[src/rtl/fpdiv_iter.sv]
// Iterative FP16 (1/5/10, bias 15) divider: radix-2 restoring, one quotient bit per cycle, fixed 15-cycle latency.
// Define FPDIV_FLUSH_SUB_EN to flush subnormal inputs and results to signed zero.
module fpdiv_iter #(
    parameter int QBITS = 13
) (
    input  logic        CLK,
    input  logic        RST,
    input  logic        start,
    input  logic [15:0] a,
    input  logic [15:0] b,
    output logic        busy,
    output logic        done,
    output logic [15:0] out,
    output logic        overflow,
    output logic        sub,
    output logic        divzero
);

    typedef enum logic [1:0] {S_IDLE, S_PREP, S_DIV, S_FIN} state_t;
    typedef enum logic [1:0] {SP_NONE, SP_SAT, SP_DIVZ, SP_ZERO} spec_t;

    state_t             r_state, w_state_nxt;
    spec_t              r_spec, w_spec;
    logic [15:0]        r_a, r_b;
    logic               r_sign;
    logic signed [6:0]  r_e;
    logic [10:0]        r_mb;
    logic [11:0]        r_rem;
    logic [QBITS-1:0]   r_q;
    logic [3:0]         r_cnt;
    logic               r_done;
    logic [15:0]        r_out;
    logic               r_ovf, r_sub, r_dz;

    assign busy     = (r_state != S_IDLE);
    assign done     = r_done;
    assign out      = r_out;
    assign overflow = r_ovf;
    assign sub      = r_sub;
    assign divzero  = r_dz;

`ifndef FPDIV_FLUSH_SUB_EN
    function automatic logic [3:0] lead_zeros(input logic [10:0] m);
        lead_zeros = 4'd0;
        for (int i = 0; i <= 10; i++) begin
            if (m[i]) lead_zeros = 4'(10 - i);
        end
    endfunction
`endif

    always_ff @(posedge CLK) begin
        if (RST) r_state <= S_IDLE;
        else     r_state <= w_state_nxt;
    end

    // NOTE: every combinational output is given a default first, so no path can infer a latch.
    always_comb begin
        w_state_nxt = r_state;
        case (r_state)
            S_IDLE:  if (start) w_state_nxt = S_PREP;
            S_PREP:  w_state_nxt = S_DIV;
            S_DIV:   if (r_cnt == 4'(QBITS - 1)) w_state_nxt = S_FIN;
            S_FIN:   w_state_nxt = S_IDLE;
            default: w_state_nxt = S_IDLE;
        endcase
    end

    // Operand unpack: hidden bit, effective exponent, subnormal normalization, special classes.
    logic [4:0]        w_fa, w_fb;
    logic [10:0]       w_ma, w_mb;
    logic signed [6:0] w_ea, w_eb, w_e_prep;
    logic              w_a_zero, w_b_zero;
`ifndef FPDIV_FLUSH_SUB_EN
    logic [3:0]        w_lza, w_lzb;
`endif

    always_comb begin
        w_fa = r_a[14:10];
        w_fb = r_b[14:10];
        w_ma = {(w_fa != 5'd0), r_a[9:0]};
        w_mb = {(w_fb != 5'd0), r_b[9:0]};
        w_ea = signed'({2'b00, (w_fa == 5'd0) ? 5'd1 : w_fa});
        w_eb = signed'({2'b00, (w_fb == 5'd0) ? 5'd1 : w_fb});
`ifdef FPDIV_FLUSH_SUB_EN
        w_a_zero = (w_fa == 5'd0);
        w_b_zero = (w_fb == 5'd0);
`else
        w_a_zero = (r_a[14:0] == 15'd0);
        w_b_zero = (r_b[14:0] == 15'd0);
        w_lza    = lead_zeros(w_ma);
        w_lzb    = lead_zeros(w_mb);
        w_ma     = w_ma << w_lza;
        w_mb     = w_mb << w_lzb;
        w_ea     = w_ea - signed'({3'b000, w_lza});
        w_eb     = w_eb - signed'({3'b000, w_lzb});
`endif
        w_e_prep = w_ea - w_eb + 7'sd15;
        if (w_fa == 5'h1F || w_fb == 5'h1F) w_spec = SP_SAT;
        else if (w_b_zero)                  w_spec = SP_DIVZ;
        else if (w_a_zero)                  w_spec = SP_ZERO;
        else                                w_spec = SP_NONE;
    end

    // One restoring step: remainder stays below 2*mb, so the shifted value fits 12 bits.
    logic        w_ge;
    logic [11:0] w_rem_next;

    always_comb begin
        w_ge       = (r_rem >= {1'b0, r_mb});
        w_rem_next = w_ge ? ((r_rem - {1'b0, r_mb}) << 1) : (r_rem << 1);
    end

    // Normalize, denormalize, round to nearest even, pack.
    logic [10:0]       w_mant;
    logic              w_guard, w_sticky, w_inc, w_sub_res, w_ovf_res, w_dz_res;
    logic signed [7:0] w_en;
    logic [6:0]        w_base;
    logic [16:0]       w_sum;
    logic [15:0]       w_res;
`ifdef FPDIV_FLUSH_SUB_EN
    logic              w_uflow;
`else
    logic [11:0]       w_x;
    logic [7:0]        w_sh;
    logic              w_lost;
`endif

    always_comb begin
        w_mant   = r_q[QBITS-1] ? r_q[QBITS-1 -: 11] : r_q[QBITS-2 -: 11];
        w_guard  = r_q[QBITS-1] ? r_q[QBITS-12] : r_q[QBITS-13];
        w_sticky = (r_rem != 12'd0) | (r_q[QBITS-1] & r_q[0]);
        w_en     = signed'({r_e[6], r_e}) - (r_q[QBITS-1] ? 8'sd0 : 8'sd1);
        w_base   = 7'd0;
`ifdef FPDIV_FLUSH_SUB_EN
        w_uflow  = (w_en <= 8'sd0);
        if (!w_uflow) w_base = w_en[6:0] - 7'd1;
`else
        w_x      = {w_mant, w_guard};
        w_sh     = 8'd0;
        w_lost   = 1'b0;
        if (w_en <= 8'sd0) begin
            w_sh = 8'(8'sd1 - w_en);
            if (w_sh >= 8'd12) begin
                w_lost = |w_x;
                w_x    = 12'd0;
            end else begin
                w_lost = |(w_x & ((12'd1 << w_sh[3:0]) - 12'd1));
                w_x    = w_x >> w_sh[3:0];
            end
            w_mant   = w_x[11:1];
            w_guard  = w_x[0];
            w_sticky = w_sticky | w_lost;
        end else begin
            w_base = w_en[6:0] - 7'd1;
        end
`endif
        w_inc = w_guard & (w_sticky | w_mant[0]);
        // Adding the mantissa with its hidden bit onto (e-1)<<10 lets a rounding carry bump the exponent.
        w_sum = {w_base, 10'b0} + {6'b0, w_mant} + {16'b0, w_inc};
        w_res     = {r_sign, w_sum[14:0]};
        w_ovf_res = 1'b0;
        w_dz_res  = 1'b0;
        if (w_sum >= 17'h07C00) begin
            w_res     = {r_sign, 15'h7FFF};
            w_ovf_res = 1'b1;
        end
`ifdef FPDIV_FLUSH_SUB_EN
        if (w_uflow) w_res = {r_sign, 15'h0000};
`endif
        case (r_spec)
            SP_SAT:  begin w_res = {r_sign, 15'h7FFF}; w_ovf_res = 1'b1; end
            SP_DIVZ: begin w_res = {r_sign, 15'h7FFF}; w_ovf_res = 1'b1; w_dz_res = 1'b1; end
            SP_ZERO: begin w_res = {r_sign, 15'h0000}; w_ovf_res = 1'b0; end
            default: ;
        endcase
        w_sub_res = (w_res[14:10] == 5'd0);
    end

    // NOTE: sequential state uses non-blocking assignments so every register samples pre-edge values.
    always_ff @(posedge CLK) begin
        if (RST) begin
            r_a    <= 16'd0;
            r_b    <= 16'd0;
            r_sign <= 1'b0;
            r_e    <= 7'sd0;
            r_mb   <= 11'd0;
            r_rem  <= 12'd0;
            r_q    <= '0;
            r_cnt  <= 4'd0;
            r_spec <= SP_NONE;
            r_done <= 1'b0;
            r_out  <= 16'd0;
            r_ovf  <= 1'b0;
            r_sub  <= 1'b0;
            r_dz   <= 1'b0;
        end else begin
            r_done <= 1'b0;
            case (r_state)
                S_IDLE: begin
                    if (start) begin
                        r_a <= a;
                        r_b <= b;
                    end
                end
                S_PREP: begin
                    r_sign <= r_a[15] ^ r_b[15];
                    r_e    <= w_e_prep;
                    r_mb   <= w_mb;
                    r_rem  <= {1'b0, w_ma};
                    r_q    <= '0;
                    r_cnt  <= 4'd0;
                    r_spec <= w_spec;
                end
                S_DIV: begin
                    r_rem <= w_rem_next;
                    r_q   <= {r_q[QBITS-2:0], w_ge};
                    r_cnt <= r_cnt + 4'd1;
                end
                S_FIN: begin
                    r_out  <= w_res;
                    r_ovf  <= w_ovf_res;
                    r_sub  <= w_sub_res;
                    r_dz   <= w_dz_res;
                    r_done <= 1'b1;
                end
                default: ;
            endcase
        end
    end

endmodule

[config.mk]
export PLATFORM = sky130hd
export DESIGN_NAME = fpdiv_iter
export DESIGN_NICKNAME = d
export VERILOG_FILES = /design/src/rtl/fpdiv_iter.sv
export SDC_FILE = /design/constraint.sdc
export NUM_CORES = 1
export LEC_CHECK = 0
export CAP_MARGIN = 20
export CORE_MARGIN = 3
export CORE_UTILIZATION = 65
export DETAILED_ROUTE_END_ITERATION = 8
export PLACE_DENSITY = 0.87
export RECOVER_POWER = 25
export SYNTH_ARGS = -nofsm -noshare
export SYNTH_HDL_FRONTEND = slang
export SYNTH_SLANG_ARGS = --single-unit
[constraint.sdc]
create_clock -name CLK -period 14.61 [get_ports CLK]
set_input_delay 2.1915 -clock CLK [delete_from_list [all_inputs] [get_ports CLK]]
set_output_delay 2.1915 -clock CLK [all_outputs]
set_load 0.05 [all_outputs]
==> summary by stage, run 1 <==
Clock tree
At the later pin of the worst-skew pair, clock insertion delay measures approximately 0.36 ns. Clock-pin slew was measured on the worst setup and hold paths at about 0.080 ns. The number of buffers inserted for hold repair after clock tree synthesis is 0. The H-tree generated during clock tree synthesis spans 3 levels.

CTS placed an instance of clkbuf_16 at the clock tree root. No sink is reached through more buffers than the 2 on the longest clock path. The clock drives approximately 100 sinks. Post-CTS timing repair inserted 0 buffers for setup.

In this run, post-CTS repair resized a total of 0 instances. TritonCTS built the clock tree. The CTS buffer count is 9.

STA
The number of setup violations in the final report is 0. The peak clock frequency supported by timing is between 0.15 and 0.2 GHz. The final number of max-transition violations is 87. The clock arrives with around 0.0096 ns of skew. The final worst hold slack is roughly 0.47 ns. The number of hold violations in the final report came to 0. Summed over all failing endpoints, the final setup total negative slack is 0 ns. Setup repair after global routing left no endpoint under its margin.

Counting I/O delays and the setup requirement, the final critical path takes roughly 6.0 ns. The measured slew at the worst slew-check pin is 3.58 ns. In this run the tightest slew margin relative to its limit is -139%. The worst path uses about two fifths of the clock period.

Status
The run finished, with violations left. The final reports fail on max-capacitance violations, max-slew violations.

Detailed routing
The via density per instance is between 6 and 7. The total DRC errors in the routed layout is 0. Detailed routing inserted a total of ~8k vias. Dividing the detail-routed wire length by the instance count gives between 15 and 20 microns. In this run, the number of DRC markers left after iteration 0 of detailed routing was approximately 700.

The total wire length after detailed routing is 22,000 microns. The detailed-router iteration count before antenna repair is 5. The count of nets left with antenna violations once routing finished came out at 0.

Floorplan
The horizontal die dimension is roughly 120 microns. Measured along the y axis, the die boundary spans about 120 microns. After floorplanning, the core was divided into 40 placement rows. The initial utilization of the core area, before any placement, comes to a little under 70%. The area of the core is around 0.012 sq mm.

Pin placement for this block handled 56 I/O pins. The die area is 0.0140 sq mm.

Layout
The cell area after layout is 0.00907 sq mm. The layout-stage area growth over the synthesis result is 10.8%. The fraction of final layout cells sized beyond drive strength 1 is ~6.7%. In the final design database the tool counted around 1.2k nets.

The final design utilization is about three quarters. The number of antenna diodes in the final layout is 0.

Synth
The largest total area in the synthesized netlist belongs to dfxtp_1. Counting instances in the post-synthesis netlist gives the leading cell types as nor2_1 (150), nand2_1 (141), dfxtp_1 (104), a21oi_1 (103), inv_1 (60). In the post-synthesis netlist, the cell with the most instances is nor2_1.

Yosys attributes the largest share of cell area to dfxtp_1 (25%), nor2_1 (6.9%), nand2_1 (6.5%), a21oi_1 (6.3%), ha_1 (6.1%). The count of mapped cells out of synthesis is roughly 1.1k. The count of flip-flops with a built-in enable after synthesis is 0.

In the synthesized netlist the dominant register cell turns out to be dfxtp_1. Of the synthesized area, sequential elements account for around 25%. The proportion of netlist area held by the largest area contributor is roughly a quarter.

The average instance area after synthesis is approximately 7.4 sq um. The synthesized cell area is roughly 0.0082 sq mm. The netlist uses a little over 90 different library cells.

The number of warning messages in the yosys log is 0. The fraction of registers with async set or reset after synthesis is 0%. The number of nets handed over by synthesis was roughly 1.2k. After synthesis the netlist holds a flip-flop and latch count of 104.

Global routing
The via count of the first global-routing pass is 7,452. The wire length of the first global-routing pass is approximately 37,000 microns. The initial antenna violation count is 0. The all-layer global routing usage is a little under a third. Summed over all layers, the global routing overflow is 0. The maximum number of pins on one net before global-route repair is 87.

Power and ir drop
Dividing total power by cell area gives a power density of between 200 and 250 mW/mm^2. The highest ir drop seen on vdd is 0.155 mV. The static leakage is 3.41 nW.

Placement
Once placement finished, the instance area stood at 0.00875 sq mm. The final weighted congestion in routability-driven placement is roughly 1.0. The half-perimeter wire length after placement is ~16,000 microns. The number of port buffers is between 50 and 60.

Setup path
The critical path is of the register to register type. The required arrival time at the worst endpoint is approximately 15 ns. The category of the worst setup path launch point is a register. The worst setup path is captured at a register.

STA puts the critical path data arrival time at approximately 6.3 ns. The highest net fanout along the worst path is 30.

Min path
The worst hold path belongs to the class register to register.

Flow run
Max-cap violations in this run came to 1.
cell families (layout without fill, tap and decap cells):
kind of cell / Yosys count / in the layout / share of synthesized area (%)
mux: 47 / 47 / 5.87
simple gates: 444 / 444 / 25.1
xor+xnor: 34 / 34 / 3.82
fa+ha+maj: 45 / 45 / 7.21
compound gates: 299 / 299 / 26.0
flops: 104 / 104 / 25.4
buf+inv: 133 / 148 / 6.51
layer usage:
metal	track usage [%]	wire length, microns
met3	3.92	1310
met1	39.5	9340
met5	0	0
met4	14.7	850
met2	53.0	10500
cells in the final DEF (no fill, tap or decap), types with 5 or more instances in the layout:
cell,Yosys,routed
nor2_1,150,150
nand2_1,141,141
dfxtp_1,104,104
a21oi_1,103,103
inv_1,60,60
clkdlybuf4s50_1,0,54
mux2i_1,41,41
o21ai_0,40,40
ha_1,40,40
nor3_1,25,25
xnor2_1,23,23
nand3_1,23,23
a211oi_1,18,18
a221oi_1,16,16
nand2b_1,15,15
or3_1,14,14
nor4_1,13,13
buf_4,3,13
nor2b_1,11,11
xor2_1,9,9
a21o_1,9,9
o22ai_1,9,9
and3_1,9,9
a311oi_2,9,9
clkbuf_16,0,9
or2_2,8,8
a311oi_1,8,8
nor3b_1,7,7
o221ai_1,6,6
or4_1,5,5
o21bai_1,5,5
a31oi_1,5,5
mux2_2,5,5
critical path, cell delays in order, from the launching register on:
cell	delay, ns
dfxtp_1	0.31
buf_4	0.30
inv_1	0.15
ha_1	0.63
xnor2_1	0.85
o221ai_1	0.41
o22ai_1	0.34
or2_2	0.16
o211a_1	0.15
a32o_1	0.22
ha_1	0.26
nand2_1	0.09
or4_1	0.49
o311ai_0	0.34
a31o_1	0.19
and4b_1	0.23
a32oi_2	0.37
a311oi_1	0.39
stage by stage:
step	total power, mW	setup WS (ns)	cells
final	2.06	8.61	1289
after floorplan	1.47	9.48	1106
after global placement	1.77	9.03	1272
after global routing	2.24	8.19	1289
after CTS	2.04	8.79	1288
after detailed placement	1.78	8.83	1272
state kept, by name, indices dropped and copies added, names as in the netlist:
signal,flops
overflow,1
r_a,16
divzero,1
r_state,2
r_spec,2
r_cnt,4
r_b,16
done,1
r_rem,12
r_e,7
r_q,13
r_sign,1
out,16
r_mb,11
sub,1
worst paths after layout:
check / from / endpoint / slack, ns / cells after the start
max: r_q[12] / out[4] / 8.61 / 17
max reg2reg: r_q[12] / out[4] / 8.61 / 17
min: r_b[15] / r_b[15] / 0.47 / 2
min reg2reg: r_b[15] / r_b[15] / 0.47 / 2
layout make-up:
class                           count  area [sq um]
Multi-Input combinational cell    869          5570
Clock inverter                      7          72.6
Sequential cell                   104          2080
Clock buffer                        9           225
Tap cell                          168           210
Fill cell                         958          3090
Inverter                           62           233
Timing Repair Buffer               70           673
power by group:
part	switching, mW	total (mW)	internal, mW
registers	0.0623	0.403	0.340
clock network	0.118	0.239	0.121
logic	0.859	1.42	0.558
total	1.04	2.06	1.02
Power figures use the tool's default switching activity.
==> inputs of run 2 (changes only) <==
--- a/config.mk
+++ b/config.mk
@@ -7,9 +7,9 @@
 export LEC_CHECK = 0
 export CAP_MARGIN = 20
 export CORE_MARGIN = 3
-export CORE_UTILIZATION = 65
+export CORE_UTILIZATION = 55
 export DETAILED_ROUTE_END_ITERATION = 8
-export PLACE_DENSITY = 0.87
+export PLACE_DENSITY = 0.78
 export RECOVER_POWER = 25
 export SYNTH_ARGS = -nofsm -noshare
 export SYNTH_HDL_FRONTEND = slang
==> constraint.sdc (replaced) <==
create_clock -name CLK -period 4.9 [get_ports CLK]
set_input_delay 0.735 -clock CLK [delete_from_list [all_inputs] [get_ports CLK]]
set_output_delay 0.735 -clock CLK [all_outputs]
set_load 0.05 [all_outputs]
==> summary by stage, run 2 (synthesis results as in run 1) <==
Placement
After detailed placement, the total cell area comes to between 0.008 and 0.009 sq mm. The number of port buffers is between 50 and 60. The final weighted congestion in routability-driven placement is 0.973. The half-perimeter wire length after placement is about 17,000 microns. The worst slack after detailed placement is roughly 0.024 ns. The cell count after placement is 1,297.

Setup path
The signal arrival time at the worst endpoint is about 5 ns. The critical path is of the register to register type. The critical path capture point type is a register. The category of the worst setup path launch point is a register. The standard cell with the maximum stage delay on the critical path is mux2i_1.

Grouping stages by cell kind, the critical path spends the most delay in compound AO/OA/AOI/OAI gates. The highest net fanout along the worst path is 14. The peak per-stage delay on the critical path is 0.64 ns. The critical path contains buffers and inverters numbering 3 combined. Walking the worst path, the cells encountered are inv_1 -> ha_2 -> buf_4 -> xnor2_1 -> buf_4 -> o221ai_1 -> mux2i_1 -> a221oi_1 -> o32a_1 -> or3_4 -> or3_4 -> o31ai_1 -> mux2i_1 -> a32oi_4 -> a311oi_2. The required arrival time at the worst endpoint is between 5 and 6 ns.

Power and ir drop
The fraction of power consumed by combinational cells is approximately 70%. The switching part of the total power is approximately half. In this run, the clock network consumes between 10 and 15% of the power. Internal power comes to roughly 3.2 mW. The worst-case IR drop observed on VDD is around 0.42 mV. The static leakage is approximately 3.5 nW. The analysis attributes to net switching a power of ~3.1 mW. Of the total power, registers draw between 10% and 20%.

The power density over cell area is approximately 680 mW/mm^2. The design draws between 6 and 7 mW.

STA
The number of hold violations in the final report was 0. The peak clock frequency supported by timing is 0.214 GHz. Subtracting the final worst setup slack from the clock period gives between 4 and 5 ns. For the final database, setup skew stands at between 0.009 and 0.01 ns. The final number of max-transition violations came to 0. The fraction of the cycle the final worst path needs is 95.4%. The worst slew margin relative to its limit is between 10% and 20%. The post-route worst setup slack is approximately 0.23 ns.

The number of setup violations in the final report is 0. The measured slew at the worst slew-check pin is 1.23 ns.

Detailed routing
Summed over all layers, the routed wires come to 22,600 microns. In the final routed layout, each cell accounts on average for between 15 and 20 microns. The via density per instance is ~6.2. The detail route stage leaves a number of antenna-violating nets equal to 0. The violation count after the first detailed-routing iteration is about 600. For this run, design rule violations remaining after detail routing come to 0. The detailed-router iteration count before antenna repair is 5. The routed layout has a little over 8k vias.

Floorplan
For this design the top-level I/O count stands at 56. The die area is between 0.015 and 0.02 sq mm. The horizontal die dimension is approximately 130 microns. For this configuration, the core starts out at a cell density of between 50% and 60%. The count of standard-cell rows is between 40 and 50. The area of the core is between 0.01 and 0.015 sq mm. The y dimension of the die is 128 microns.

Global routing
The initial antenna violation count was 0. Entering global routing, the biggest net connects 67 pins. The via count of the first global-routing pass is between 7k and 8k. The all-layer global routing usage is 27.3%. The first global-routing pass estimated about 37,000 microns of wire. Summed over all layers, the global routing overflow is 0.

Layout
The final design utilization is between 60% and 70%. Registers take around 0.0021 sq mm. The library cells used most frequently in the layout, excluding fill and tap cells, are nor2_1 (150), nand2_1 (141), a21oi_1 (103), dfxtp_1 (103), inv_1 (60). Once layout is done, the placed cells without fillers occupy between 0.009 and 0.01 sq mm. The net total in the final layout is ~1.2k.

Summing all multi-input logic gate instances after layout gives around 0.0057 sq mm. Cells with a size suffix above 1 make up about 9.0% of the layout. The finished layout holds roughly 1.3k standard cells, fillers aside. The layout-stage area growth over the synthesis result is 13.7%.

The count of inserted antenna diode cells is 0. The most common cell after layout, fill and taps aside is nor2_1. Counting the fill cells in the layout gives 1,285.

Clock tree
Buffers inserted during clock tree synthesis total 9. TritonCTS built the clock tree. The number of buffers on the longest clock path is 2. The clock net sink count is around 100. The clock tree root buffer cell is clkbuf_16. After clock tree synthesis, the clock-pin slew on the worst setup and hold paths is about 0.070 ns. The insertion delay of the later-clocked pin in the worst-skew pair is 0.36 ns. The H-tree was split into 3 levels. Buffers inserted to repair hold after CTS numbered 0.

Min path
The path class of the tightest hold or removal check is register to register.

Status
The run finished with clean final reports.

Flow run
Across the run, the number of max-cap violations was 0.
==> run 2: cell count changes in the layout (fill, tap and decap cells not counted), sizes merged <==
cell and change:
buf +15, dlygate4sd3 +1, clkdlybuf4s50 -1, clkinv -2
a32oi +1, bufinv +1, clkbuf +2, clkinvlp +1
==> run 2: metal layers <==
| layer | track usage, % | routed length [microns] |
|---|---|---|
| met5 | 0 | 0 |
| met4 | 9.99 | 694 |
| met3 | 3.83 | 1370 |
| met2 | 46.6 | 10900 |
| met1 | 35.2 | 9550 |
==> run 2: worst paths after layout <==
check,slack (ns),start,cells past startpoint,to
hold / removal,0.47,r_b[15],2,r_b[15]
hold reg to reg,0.47,r_b[15],2,r_b[15]
setup reg to reg,0.23,r_q[12],15,out[5]
setup / recovery,0.23,r_q[12],15,out[5]
==> run 2: area by class of cell <==
type,instances,area share [%]
inverters,62,2.50
clock buffers,9,2.42
flip-flops and latches,104,22.4
repair buffers,87,8.53
well taps,180,2.42
clock inverters,7,0.940
multi-input cells,870,60.8
==> run 2: worst min-delay path, cell delays in order, from the launching register on <==
cell and delay [ns]:
dfxtp_1 0.32, nand2_1 0.06, a21oi_1 0.05
==> run 2: through the flow <==
stage	TNS [ns]	hold slack, ns
4_1_cts	0	0.474
6_report	0	0.473
3_3_place_gp	0	0.459
2_1_floorplan	0	0.449
5_1_grt	-0.0316	0.499
3_5_place_dp	0	0.464
==> run 2: power by group through the flow <==
stage	combinational [mW]	clock, mW	sequential [mW]
2_1_floorplan	3.15	0	1.24
3_3_place_gp	4.12	0	1.22
3_5_place_dp	4.16	0	1.22
4_1_cts	4.22	0.771	1.20
5_1_grt	4.82	0.810	1.24
6_report	4.34	0.763	1.21
==> run 2: repair_timing <==
| action | CTS | global route |
|---|---|---|
| resized for setup | 2 | 10 |
| gates cloned | 0 | 1 |
| endpoints found under the setup margin | 1 | 14 |
| buffers inserted | 0 | 3 |
| pin swaps | 0 | 2 |
